### src/rtl/sc_exec_monitor.sv
// sc_exec_monitor: commit-side execution monitor with cycle/retire counters, register-write trace FIFO,
// one watched memory word and autonomous pass/fail/timeout decision.
module sc_exec_monitor #(
  parameter int DATA_W      = 32,
  parameter int ADDR_W      = 32,
  parameter int REG_AW      = 5,
  parameter int CNT_W       = 32,
  parameter int MAX_CYCLES  = 1000,
  parameter int STALL_LIMIT = 4,
  parameter int TRACE_DEPTH = 8
) (
  input  logic              clk,
  input  logic              rst,
  input  logic [ADDR_W-1:0] pc,
  input  logic              rf_we,
  input  logic [REG_AW-1:0] rf_waddr,
  input  logic [DATA_W-1:0] rf_wdata,
  input  logic              mem_we,
  input  logic [ADDR_W-1:0] mem_addr,
  input  logic [DATA_W-1:0] mem_wdata,
  input  logic [ADDR_W-1:0] watch_addr,
  input  logic [DATA_W-1:0] expect_val,
  input  logic              trace_rd,
  output logic              trace_valid,
  output logic [REG_AW-1:0] trace_addr,
  output logic [DATA_W-1:0] trace_data,
  output logic              trace_ovf,
  output logic [CNT_W-1:0]  cycle_cnt,
  output logic [CNT_W-1:0]  retire_cnt,
  output logic [DATA_W-1:0] watch_val,
  output logic              done,
  output logic              pass,
  output logic              timeout
);
  localparam int PW = $clog2(TRACE_DEPTH);
  localparam int SW = $clog2(STALL_LIMIT + 1);
  typedef enum logic [1:0] {IDLE, RUN, DONE} state_t;
  state_t            r_state;
  logic [ADDR_W-1:0] r_prev_pc;
  logic [SW-1:0]     r_stall;
  logic              r_watch_seen;
  logic [REG_AW-1:0] r_taddr [TRACE_DEPTH];
  logic [DATA_W-1:0] r_tdata [TRACE_DEPTH];
  logic [PW-1:0]     r_wptr;
  logic [PW-1:0]     r_rptr;
  logic [PW:0]       r_count;
  logic              w_run, w_same, w_halt, w_tmo, w_hit, w_seen_next;
  logic              w_full, w_push, w_pop, w_push_ok;
  logic [DATA_W-1:0] w_val_next;
  assign w_run       = r_state == RUN;
  assign w_same      = pc == r_prev_pc;
  assign w_halt      = w_run && w_same && r_stall == SW'(STALL_LIMIT - 1);
  assign w_tmo       = w_run && cycle_cnt == CNT_W'(MAX_CYCLES - 1);
  assign w_hit       = w_run && mem_we && mem_addr == watch_addr;
  assign w_seen_next = r_watch_seen || w_hit;
  assign w_val_next  = w_hit ? mem_wdata : watch_val;
  assign trace_valid = r_count != '0;
  assign w_full      = r_count == (PW+1)'(TRACE_DEPTH);
  assign w_pop       = trace_rd && trace_valid;
  assign w_push      = w_run && rf_we && rf_waddr != '0;
  // a pop on the same edge frees the slot, so a full FIFO still accepts the push
  assign w_push_ok   = w_push && (!w_full || w_pop);
  assign trace_addr  = trace_valid ? r_taddr[r_rptr] : '0;
  assign trace_data  = trace_valid ? r_tdata[r_rptr] : '0;
  always_ff @(posedge clk)
    if (w_push_ok) begin
      r_taddr[r_wptr] <= rf_waddr;
      r_tdata[r_wptr] <= rf_wdata;
    end
  always_ff @(posedge clk or posedge rst)
    if (rst) begin
      r_state      <= IDLE;
      r_prev_pc    <= '0;
      r_stall      <= '0;
      r_watch_seen <= 1'b0;
      r_wptr       <= '0;
      r_rptr       <= '0;
      r_count      <= '0;
      trace_ovf    <= 1'b0;
      cycle_cnt    <= '0;
      retire_cnt   <= '0;
      watch_val    <= '0;
      done         <= 1'b0;
      pass         <= 1'b0;
      timeout      <= 1'b0;
    end else begin
      if (w_pop) r_rptr <= r_rptr + PW'(1);
      if (w_push_ok) r_wptr <= r_wptr + PW'(1);
      r_count <= r_count + (PW+1)'(w_push_ok) - (PW+1)'(w_pop);
      if (w_push && !w_push_ok) trace_ovf <= 1'b1;
      if (r_state == IDLE) begin
        r_prev_pc <= pc;
        r_state   <= RUN;
      end else if (w_run) begin
        cycle_cnt  <= cycle_cnt + CNT_W'(1);
        retire_cnt <= retire_cnt + CNT_W'(!w_same);
        r_stall    <= !w_same ? '0 : r_stall == SW'(STALL_LIMIT) ? r_stall : r_stall + SW'(1);
        r_prev_pc  <= pc;
        if (w_hit) begin
          watch_val    <= mem_wdata;
          r_watch_seen <= 1'b1;
        end
        if (w_halt || w_tmo) begin
          r_state <= DONE;
          done    <= 1'b1;
          timeout <= w_tmo && !w_halt;
          pass    <= !w_tmo && w_seen_next && w_val_next == expect_val;
        end
      end
    end
endmodule

### config.mk
export PLATFORM = sky130hd
export DESIGN_NAME = sc_exec_monitor
export DESIGN_NICKNAME = d
export VERILOG_FILES = /design/src/rtl/sc_exec_monitor.sv
export SDC_FILE = /design/constraint.sdc
export NUM_CORES = 1
export LEC_CHECK = 0
export CORE_AREA = 3 3 190 192
export CTS_BUF_LIST = sky130_fd_sc_hd__clkbuf_4
export CTS_CLUSTER_DIAMETER = 80
export DETAILED_ROUTE_END_ITERATION = 7
export DIE_AREA = 0 0 193 195
export PLACE_DENSITY = 0.89
export REMOVE_ABC_BUFFERS = 1
export SLEW_MARGIN = 40
export SYNTH_ARGS = -nofsm -noshare
export SYNTH_HDL_FRONTEND = slang
export SYNTH_SLANG_ARGS = --single-unit
export TNS_END_PERCENT = 1
### constraint.sdc
create_clock -name clk -period 7 [get_ports clk]
set_input_delay 1.4 -clock clk [delete_from_list [all_inputs] [get_ports clk]]
set_output_delay 1.4 -clock clk [all_outputs]
set_load 0.005 [all_outputs]
==> run_results.csv <==
group,metric,value,unit
critical_path,setup.worst_path.class,"register to output port",
die,die_y,195,microns
global_routing,grt_usage,0.256,
hold_path,hold_depth,1,
critical_path,crit_path_end_kind,"output port",
placement,post-place-ws,1.99,ns
die,start_util,0.549,
synthesis,synth-edff-count,296,
hold_path,hold_path.class,"register to register",
outcome,status,"completed",
synthesis,synth_ff_type,"edfxtp_1",
finish,layout-drive-gt1-share,0.193,
synthesis,synth.distinct_cells,57,
die,ios,340,
clock_tree,cts_root_buf,"clkbuf_4",
clock_tree,cts_resized,0,
clock_tree,cts_htree_levels,3,
routing,wl_per_cell,21.5,microns
die,coreArea,34500,sq um
critical_path,crit_path_end,"trace_data[0]",
global_routing,grt_max_degree,107,
global_routing,grt_pass1_wl,72700,microns
critical_path,crit_arrival,3.49,ns
synthesis,netlist_area,18900,sq um
timing,hold_viol,0,
critical_path,r2r_slack,3.28,ns
clock_tree,clock_sinks,444,
run,drv_cap,0,
timing,drv_slew,0,
placement,dp.cells,1983,
clock_tree,cts_buffers,111,
critical_path,reg2reg_from,"r_state[1]",
clock_tree,clock_path_buffers,3,
timing,layout_setup_ws,2.11,ns
critical_path,crit_fanout,29,
critical_path,path_delay_family,"buffers and inverters",
clock_tree,post_cts_buffers,0,
placement,portBuffers,339,
finish,area_growth,29.5,%
critical_path,r2r_end,"pass",
die,std_cell_rows,68,
critical_path,crit_cells,6,
synthesis,synth_seq_cells,444,
routing,drc,0,
timing,worst_pin_slew,0.800,ns
critical_path,worst_setup_path_start_kind,"register",
timing,fin_crit,4.89,ns
die,die_area,37600,sq um
power_and_ir_drop,p_leak,9.36,nW
timing,setup_viol,0,
critical_path,crit_slowest_cell,"mux4_2",
synthesis,synthCells,1207,
timing,period_share,0.698,
clock_tree,cts_hold_buf,0,
routing,ant_nets,0,
clock_tree,clk_pin_slew,0.06,ns
global_routing,grt_pass1_vias,13200,
global_routing,grt_remaining_overflow,0,
critical_path,cp_cell_sequence,"buf_12 > buf_4 > mux4_2 > mux2i_1 > nor2_1 > clkdlybuf4s50_1",
clock_tree,cts_tree,"built",
critical_path,crit_required,5.60,ns
power_and_ir_drop,power.density,308,nW/um^2
power_and_ir_drop,peakVddDrop,0.000235,V
routing,dr.pass1.iters,6,
critical_path,startpoint,"r_rptr[0]",
global_routing,antenna_found_initial,3,
synthesis,yosysWarnings,0,
die,die_w,193,microns
routing,viasPerCell,5.53,
timing,max_slew_margin,0.465,
synthesis,async_flop_share,0.333,
placement,hpwl,32600,microns
finish,utilization,0.711,
routing,drt_iter0_markers,703,
clock_tree,clock_latency,0.80,ns
finish,fin_cells,2191,
placement,gp_congestion,0.884,
critical_path,r2r_cells,10,
finish,nNetsFinal,1859,
routing,vias,12100,
routing,wl,47000,microns
timing,final.setup_skew,0.0475,ns
critical_path,cpPeakStageDelay,0.59,ns
critical_path,timing.critical_path.buf_inv,3,
timing,finalSetupTns,0,ns
timing,max_freq,205,MHz
synthesis,yosysSeqAreaShare,0.665,
synthesis,syn_area_per_cell,15.7,sq um
timing,grt_setup_unrepaired,"false",
power_and_ir_drop,design_power_total,0.00757,W
## cells by family (layout without fill, tap and decap cells)
kind of cell,Yosys count,after routing,synth area share
DFF,444,444,0.665
adders and majority gates,15,15,0.0103
xor gates and xnor gates,160,160,0.0740
AOI/OAI and AO/OA,47,47,0.0190
other,0,2,0
muxes,159,159,0.136
and+or+nand+nor,299,299,0.0786
buffers and inverters,83,610,0.0176
## synth_stat cells (4+ instances only)
library cell | instances | area [sq um]
nand2_1 | 102 | 383
and4_1 | 4 | 35.0
mux2_2 | 43 | 484
nor4_2 | 4 | 50.1
nand4_1 | 27 | 169
or4_1 | 4 | 30.0
xor2_1 | 98 | 858
a21oi_1 | 4 | 20.0
nor3_1 | 9 | 45.0
nand2b_1 | 5 | 31.3
ha_1 | 14 | 175
nor2b_1 | 4 | 25.0
nor4_1 | 20 | 125
inv_1 | 46 | 173
edfxtp_1 | 296 | 8890
o21ai_0 | 5 | 25.0
xnor2_1 | 62 | 543
mux4_2 | 74 | 1670
o2bb2ai_1 | 4 | 35.0
a21o_1 | 4 | 30.0
a22o_1 | 4 | 35.0
mux2i_1 | 41 | 410
buf_1 | 12 | 45.0
dfrtp_1 | 148 | 3700
nor2_1 | 73 | 274
o22ai_1 | 6 | 37.5
clkbuf_1 | 22 | 82.6
and3_1 | 10 | 62.6
nand3_1 | 22 | 110
## routing by layer
layer | routed length, microns | part of all wire | up-vias | global-route usage
li1 | - | - | 5457 | -
met1 | 16400 | 0.35 | 6018 | 0.291
met2 | 24600 | 0.52 | 523 | 0.439
met3 | 4150 | 0.088 | 107 | 0.0829
met4 | 1770 | 0.038 | 2 | 0.115
met5 | 13 | 0.00028 | - | 0
## power breakdown
part | switching [W] | internal, W
registers | 0.000157 | 0.00312
logic | 0.000971 | 0.00117
clock network | 0.00102 | 0.00113
total | 0.00215 | 0.00542
## layout make-up
| type | count | area (sq um) |
|---|---|---|
| flip-flops and latches | 444 | 12600 |
| fillers | 2210 | 10000 |
| multi-input cells | 680 | 6100 |
| repair buffers | 359 | 3640 |
| clock buffers | 160 | 1200 |
| well taps | 455 | 569 |
| clock inverters | 45 | 249 |
| inverters | 46 | 180 |
| diodes | 2 | 5.00 |
## worst min-delay path by stage
| stage | start | to | slack (ns) |
|---|---|---|---|
| after floorplan | r_watch_seen | r_watch_seen | 0.43 |
| after CTS | retire_cnt[31] | retire_cnt[31] | 0.47 |
| final | r_watch_seen | r_watch_seen | 0.47 |
| after global placement | r_watch_seen | r_watch_seen | 0.44 |
| after global routing | r_watch_seen | r_watch_seen | 0.49 |
| after detailed placement | done | done | 0.46 |
## sequential cells by signal (all words and copies together), names as in the netlist
| name | flops |
|---|---|
| r_tdata | 256 |
| r_taddr | 40 |
| cycle_cnt | 32 |
| r_prev_pc | 32 |
| retire_cnt | 32 |
| watch_val | 32 |
| r_count | 4 |
| r_rptr | 3 |
| r_stall | 3 |
| r_wptr | 3 |
| r_state | 2 |
| done | 1 |
| pass | 1 |
| r_watch_seen | 1 |
| timeout | 1 |
| trace_ovf | 1 |
## cell usage in the layout (no fill, tap or decap), types with 12 or more instances in the layout
master           Yosys  routed
xor2_1              98      98
dfrtp_1            148     145
mux2i_1             41      41
inv_1               46      45
ha_1                14      14
clkinv_1             0      34
buf_4                0      12
clkdlybuf4s50_1      0     339
nand3_1             22      22
mux2_2              43      43
mux4_2              74      74
xnor2_1             62      62
nand4_1             27      27
clkbuf_4             0     160
edfxtp_1           296     296
nor4_1              20      20
nand2_1            102     102
nor2_1              73      67
## per-stage QoR
step           area (sq um)  hold WS [ns]
4_1_cts               24500         0.473
6_report              24500         0.471
2_1_floorplan         18800         0.427
5_1_grt               24500         0.494
3_5_place_dp          23100         0.460
3_3_place_gp          23000         0.444
Note: power is estimated with default switching activity, not from simulation.
